## src/rtl/popcount_pkg.sv

```systemverilog
// rtl/popcount_pkg.sv - shared FSM state encoding and count-width helper for popcount_stream
package popcount_pkg;

  typedef enum logic [1:0] {
    ST_IDLE  = 2'd0,
    ST_COUNT = 2'd1,
    ST_DONE  = 2'd2
  } state_t;

  // Width needed to hold any count from 0 to data_w inclusive.
  function automatic int cnt_width(input int data_w);
    return $clog2(data_w + 1);
  endfunction

endpackage

```

## src/rtl/popcnt_chunk.sv

```systemverilog
// rtl/popcnt_chunk.sv - combinational population count of one CHUNK_W-bit slice
module popcnt_chunk #(
  parameter  int CHUNK_W = 8,
  localparam int PC_W    = $clog2(CHUNK_W + 1)
) (
  input  logic [CHUNK_W-1:0] i_chunk,
  output logic [PC_W-1:0]    o_count
);

  always_comb begin
    o_count = '0;
    for (int i = 0; i < CHUNK_W; i++) begin
      o_count = o_count + PC_W'(i_chunk[i]);
    end
  end

endmodule

```

## src/rtl/popcount_stream.sv

```systemverilog
// rtl/popcount_stream.sv - multi-cycle popcount of a word, one CHUNK_W slice per beat,
// with threshold compare and a saturating counter of delivered over-threshold results
module popcount_stream
  import popcount_pkg::*;
#(
  parameter  int DATA_W  = 32,
  parameter  int CHUNK_W = 8,
  localparam int CNT_W   = cnt_width(DATA_W)
) (
  input  logic              clk,
  input  logic              rst,
  input  logic              in_valid,
  output logic              in_ready,
  input  logic [DATA_W-1:0] in_data,
  input  logic [CNT_W-1:0]  in_thresh,
  output logic              out_valid,
  input  logic              out_ready,
  output logic [CNT_W-1:0]  out_count,
  output logic              out_ge,
  output logic [15:0]       ge_events
);

  localparam int NBEATS = DATA_W / CHUNK_W;
  localparam int PC_W   = $clog2(CHUNK_W + 1);
  localparam int BEAT_W = (NBEATS > 1) ? $clog2(NBEATS) : 1;

  if ((DATA_W % CHUNK_W) != 0) begin : g_bad_chunk
    $error("popcount_stream: CHUNK_W must divide DATA_W exactly");
  end

  state_t              r_state;
  logic [DATA_W-1:0]   r_shift;
  logic [CNT_W-1:0]    r_thresh;
  logic [CNT_W-1:0]    r_acc;
  logic [BEAT_W-1:0]   r_beat;
  logic [CNT_W-1:0]    r_out_count;
  logic                r_out_ge;
  logic                r_in_ready;
  logic                r_out_valid;
  logic [15:0]         r_ge_events;

  logic [PC_W-1:0]     w_chunk_cnt;
  logic [CNT_W-1:0]    w_sum;

  popcnt_chunk #(
    .CHUNK_W (CHUNK_W)
  ) u_chunk (
    .i_chunk (r_shift[CHUNK_W-1:0]),
    .o_count (w_chunk_cnt)
  );

  // Accumulator never overflows: the full sum is at most DATA_W, which CNT_W holds.
  assign w_sum = r_acc + CNT_W'(w_chunk_cnt);

  always_ff @(posedge clk) begin
    if (rst) begin
      r_state     <= ST_IDLE;
      r_shift     <= '0;
      r_thresh    <= '0;
      r_acc       <= '0;
      r_beat      <= '0;
      r_out_count <= '0;
      r_out_ge    <= 1'b0;
      r_in_ready  <= 1'b1;
      r_out_valid <= 1'b0;
      r_ge_events <= '0;
    end else begin
      case (r_state)
        ST_IDLE: begin
          if (in_valid) begin
            r_shift    <= in_data;
            r_thresh   <= in_thresh;
            r_acc      <= '0;
            r_beat     <= '0;
            r_in_ready <= 1'b0;
            r_state    <= ST_COUNT;
          end
        end
        ST_COUNT: begin
          r_acc   <= w_sum;
          r_shift <= r_shift >> CHUNK_W;
          r_beat  <= r_beat + 1'b1;
          if (r_beat == BEAT_W'(NBEATS - 1)) begin
            r_out_count <= w_sum;
            r_out_ge    <= (w_sum >= r_thresh);
            r_out_valid <= 1'b1;
            r_state     <= ST_DONE;
          end
        end
        ST_DONE: begin
          if (out_ready) begin
            if (r_out_ge && (r_ge_events != 16'hFFFF)) begin
              r_ge_events <= r_ge_events + 16'd1;
            end
            r_out_valid <= 1'b0;
            r_in_ready  <= 1'b1;
            r_state     <= ST_IDLE;
          end
        end
        default: begin
          r_in_ready  <= 1'b1;
          r_out_valid <= 1'b0;
          r_state     <= ST_IDLE;
        end
      endcase
    end
  end

  assign in_ready  = r_in_ready;
  assign out_valid = r_out_valid;
  assign out_count = r_out_count;
  assign out_ge    = r_out_ge;
  assign ge_events = r_ge_events;

endmodule

```

## config.mk

```make
export PLATFORM = sky130hd
export DESIGN_NAME = popcount_stream
export DESIGN_NICKNAME = d
export VERILOG_FILES = /design/src/rtl/popcount_pkg.sv /design/src/rtl/popcnt_chunk.sv /design/src/rtl/popcount_stream.sv
export SDC_FILE = /design/constraint.sdc
export NUM_CORES = 1
export LEC_CHECK = 0
export BUFFER_PORTS_ARGS = -buffer_cell sky130_fd_sc_hd__buf_4
export CORE_MARGIN = 5
export CORE_UTILIZATION = 60
export CTS_CLUSTER_DIAMETER = 120
export DETAILED_ROUTE_END_ITERATION = 6
export GPL_TIMING_DRIVEN = 0
export PLACE_DENSITY = 0.87
export REMOVE_ABC_BUFFERS = 1
export SYNTH_ARGS = -nofsm -noshare
export SYNTH_HDL_FRONTEND = slang
export SYNTH_SLANG_ARGS = --single-unit
```

## constraint.sdc

```tcl
create_clock -name clk -period 6.75 [get_ports clk]
set_clock_uncertainty 0.1 [all_clocks]
set_input_delay 1.0125 -clock clk [delete_from_list [all_inputs] [get_ports clk]]
set_output_delay 1.0125 -clock clk [all_outputs]
set_load 0.005 [all_outputs]
```

==> reports/qor.yml <==
status: "finished clean"
maxCapViolations: 0
p_int_w: 0.000690
yosysTopAreaCell: "dfxtp_1"
switchingPower_w: 0.000272
clock_latency_ns: 0.34
hold_buffers: 0
hpwl_mm: 5.49
avgSynthCellArea_sq_um: 8.14
syn2layout_area_growth_pct: 19.0
grt_overflow: 0
worst_hold_path.endpoint: "r_thresh[5]"
hold_class: "flop to flop"
gp_congestion: 0.803
grt_pass1_wl_mm: 13.4
drt_first_pass_iters: 4
grt_usage_pct: 21.6
drt_wl_total_mm: 8.03
antenna_found_initial: 0
finalMaxSlewViolations: 0
synthAdderAreaFrac_pct: 7.91
synthMuxAreaShare_pct: 1.79
yosysWarningCount: 0
diodes: 0
worstPathRequired_ns: 6.86
clockPowerShare_pct: 31.1
hold_ws_ns: 0.364
powerDensity_nw_per_um2: 222
swShare_pct: 28.3
cts_max_level: 3
ir_worst_vdd_v: 0.000146
critPathMaxFanout: 4
setup_viol: 0
cts_tree: "yes"
p_total_w: 0.000962
p_seq_share_pct: 48.5
yosys.area_share.simple_pct: 27.0
io_pins: 67
numCtsBuffers: 9
worstReg2RegEnd: "out_ge"
hold_depth: 2
die_area_sq_um: 7720
fmax_mhz: 221
p_leak_nw: 1.78
grt_pass1_vias: 3097
die_h_um: 87.9
post_drt_wl_per_cell_um: 14.0
cp.arrival_ns: 4.64
start_util_pct: 61.4
max_stage_delay_ns: 0.49
grt_max_degree: 85
final_cell_mix: "nand2_1 (84), dfxtp_1 (73), buf_4 (66), a21oi_1 (35), nor2_1 (35)"
drtIter0Drc: 180
clock-sinks: 73
synth_top_area_share_pct: 40.2
min_period_ns: 4.53
cp_slowest_cell: "fa_1"
rows: 28
clockRootBuffer: "clkbuf_8"
rsz0062_at_grt: "no"
tightest_slew_ns: 0.973
cp-start-kind: "flop"
synthXorXnorAreaFrac_pct: 1.20
path_clk_slew_ns: 0.07
die_w_um: 87.9
seq_area_frac_synth_pct: 40.2
final_common_cell: "nand2_1"
synth_edf_count: 0
synth_cell_type_count: 47
netlist_area_sq_um: 3640
drc: 0
hp-start: "r_thresh[5]"
ys_ff_latch: 73
rr_startpoint: "r_shift[0]"
viasPerCell: 5.78
slew_headroom_pct: 35.1
reg2reg_depth: 16
coreArea_sq_um: 5920
min_period_over_period_pct: 67.2
dr_total_vias: 3325
final_nets: 559
antenna_left: 0
crit_type: "flop to flop"
cts_resized: 0
yosys-top-cells-area: "dfxtp_1 (40%), nand2_1 (8.7%), a311oi_1 (5.8%)"
io_buffers: 66
async_flop_share_pct: 0
clock_path_buffers: 2
path_common_cell: "fa_1"
finalHoldViolations: 0
combPwrFrac_pct: 20.4
crit_chain: "ha_1 -> inv_1 -> fa_1 -> fa_1 -> fa_1 -> fa_1 -> xnor2_1 -> ha_1 -> nor2b_1 -> o21ai_0 -> nand2b_1 -> xor2_1 -> ha_1 -> a21o_1 -> a21oi_1 -> a31oi_1"
syn_inst: 447
synth_top_family_by_area: "simple AND/OR/NAND/NOR gates"
synth_ff_type: "dfxtp_1"
reg2reg_setup_slack_ns: 2.22
end_kind: "flop"
cts_setup_buffers: 0
drive_gt1_share_pct: 18.2
setup_tns_ns: 0
synth_compound_area_share_pct: 16.1
==> worst max path at each step <==
stage	start	end	slack (ns)	cells past startpoint
CTS	r_shift[0]	out_ge	2.25	16
global route	r_shift[1]	out_ge	1.99	16
floorplan	r_shift[0]	out_ge	2.55	16
finish	r_shift[0]	out_ge	2.22	16
global placement	in_valid	r_shift[13]	1.56	4
detailed placement	r_shift[0]	out_ge	2.26	16
==> registers in the layout, indices dropped and copies added, names as in the netlist <==
signal and cells:
r_acc 6, in_ready 1, r_beat 2, out_valid 1
r_state 2, ge_events 16, r_shift 32, r_thresh 6
out_ge 1, out_count 6
==> cell type report <==
cell class                 instances  area (sq um)
multi-input combinational        319          1970
inverter                          24          90.1
clock buffer                      14           163
fill                             472          1590
sequential                        73          1460
tap                               75          93.8
timing repair buffer              70           549
==> synth_stat cells (4+ instances only) <==
| cell type | number |
|---|---|
| nand2_1 | 84 |
| dfxtp_1 | 73 |
| a21oi_1 | 35 |
| nor2_1 | 35 |
| a311oi_1 | 24 |
| inv_1 | 24 |
| nand3_1 | 23 |
| clkbuf_1 | 22 |
| ha_1 | 15 |
| nor2b_1 | 10 |
| or4_1 | 9 |
| nand2b_1 | 8 |
| nor3_1 | 7 |
| buf_1 | 5 |
| fa_1 | 5 |
| nand4_1 | 5 |
| o31ai_1 | 5 |
| mux2_2 | 4 |
| o21ai_0 | 4 |
==> power by group through the flow <==
stage	registers [W]	logic [W]	clock network, W
after detailed placement	0.000476	0.000196	0
after global placement	0.000475	0.000181	0
after floorplan	0.000473	0.000128	0
after global routing	0.000469	0.000225	0.000321
final	0.000466	0.000196	0.000299
after CTS	0.000466	0.000198	0.000304
==> layer usage <==
| metal | share of wire [%] | track usage (%) | up-vias |
|---|---|---|---|
| met5 | 0 | 0 | - |
| met4 | 1.1 | 8.65 | 0 |
| met3 | 6.1 | 3.86 | 11 |
| met2 | 48 | 37.1 | 87 |
| met1 | 45 | 26.6 | 1557 |
| li1 | - | - | 1670 |
==> stage by stage <==
stage / std cells / util, % / cell area (sq um) / setup WS [ns]
after floorplan: 416 / - / 3520 / 2.55
after global placement: 557 / 69.3 / 4110 / 1.56
after detailed placement: 561 / 70.4 / 4170 / 2.26
after CTS: 575 / 73.1 / 4330 / 2.25
after global routing: 575 / 73.1 / 4330 / 1.99
final: 575 / 73.1 / 4330 / 2.22
==> worst max-delay path: cells and delay by family (launching register included) <==
family | cells | cell delay (ns)
adders and majority gates | 7 | 2.64
AOI/OAI and AO/OA | 4 | 0.67
DFF | 1 | 0.32
and+or+nand+nor | 2 | 0.32
xor gates and xnor gates | 2 | 0.31
buffers and inverters | 1 | 0.04
==> cell families (layout without fill, tap and decap cells) <==
| kind of cell | after synthesis | after routing |
|---|---|---|
| adders and majority gates | 20 | 20 |
| muxes | 6 | 6 |
| AOI/OAI and AO/OA | 86 | 86 |
| xor gates and xnor gates | 5 | 5 |
| DFF | 73 | 73 |
| buffers and inverters | 55 | 108 |
| and+or+nand+nor | 202 | 202 |
Power figures use the tool's default switching activity.
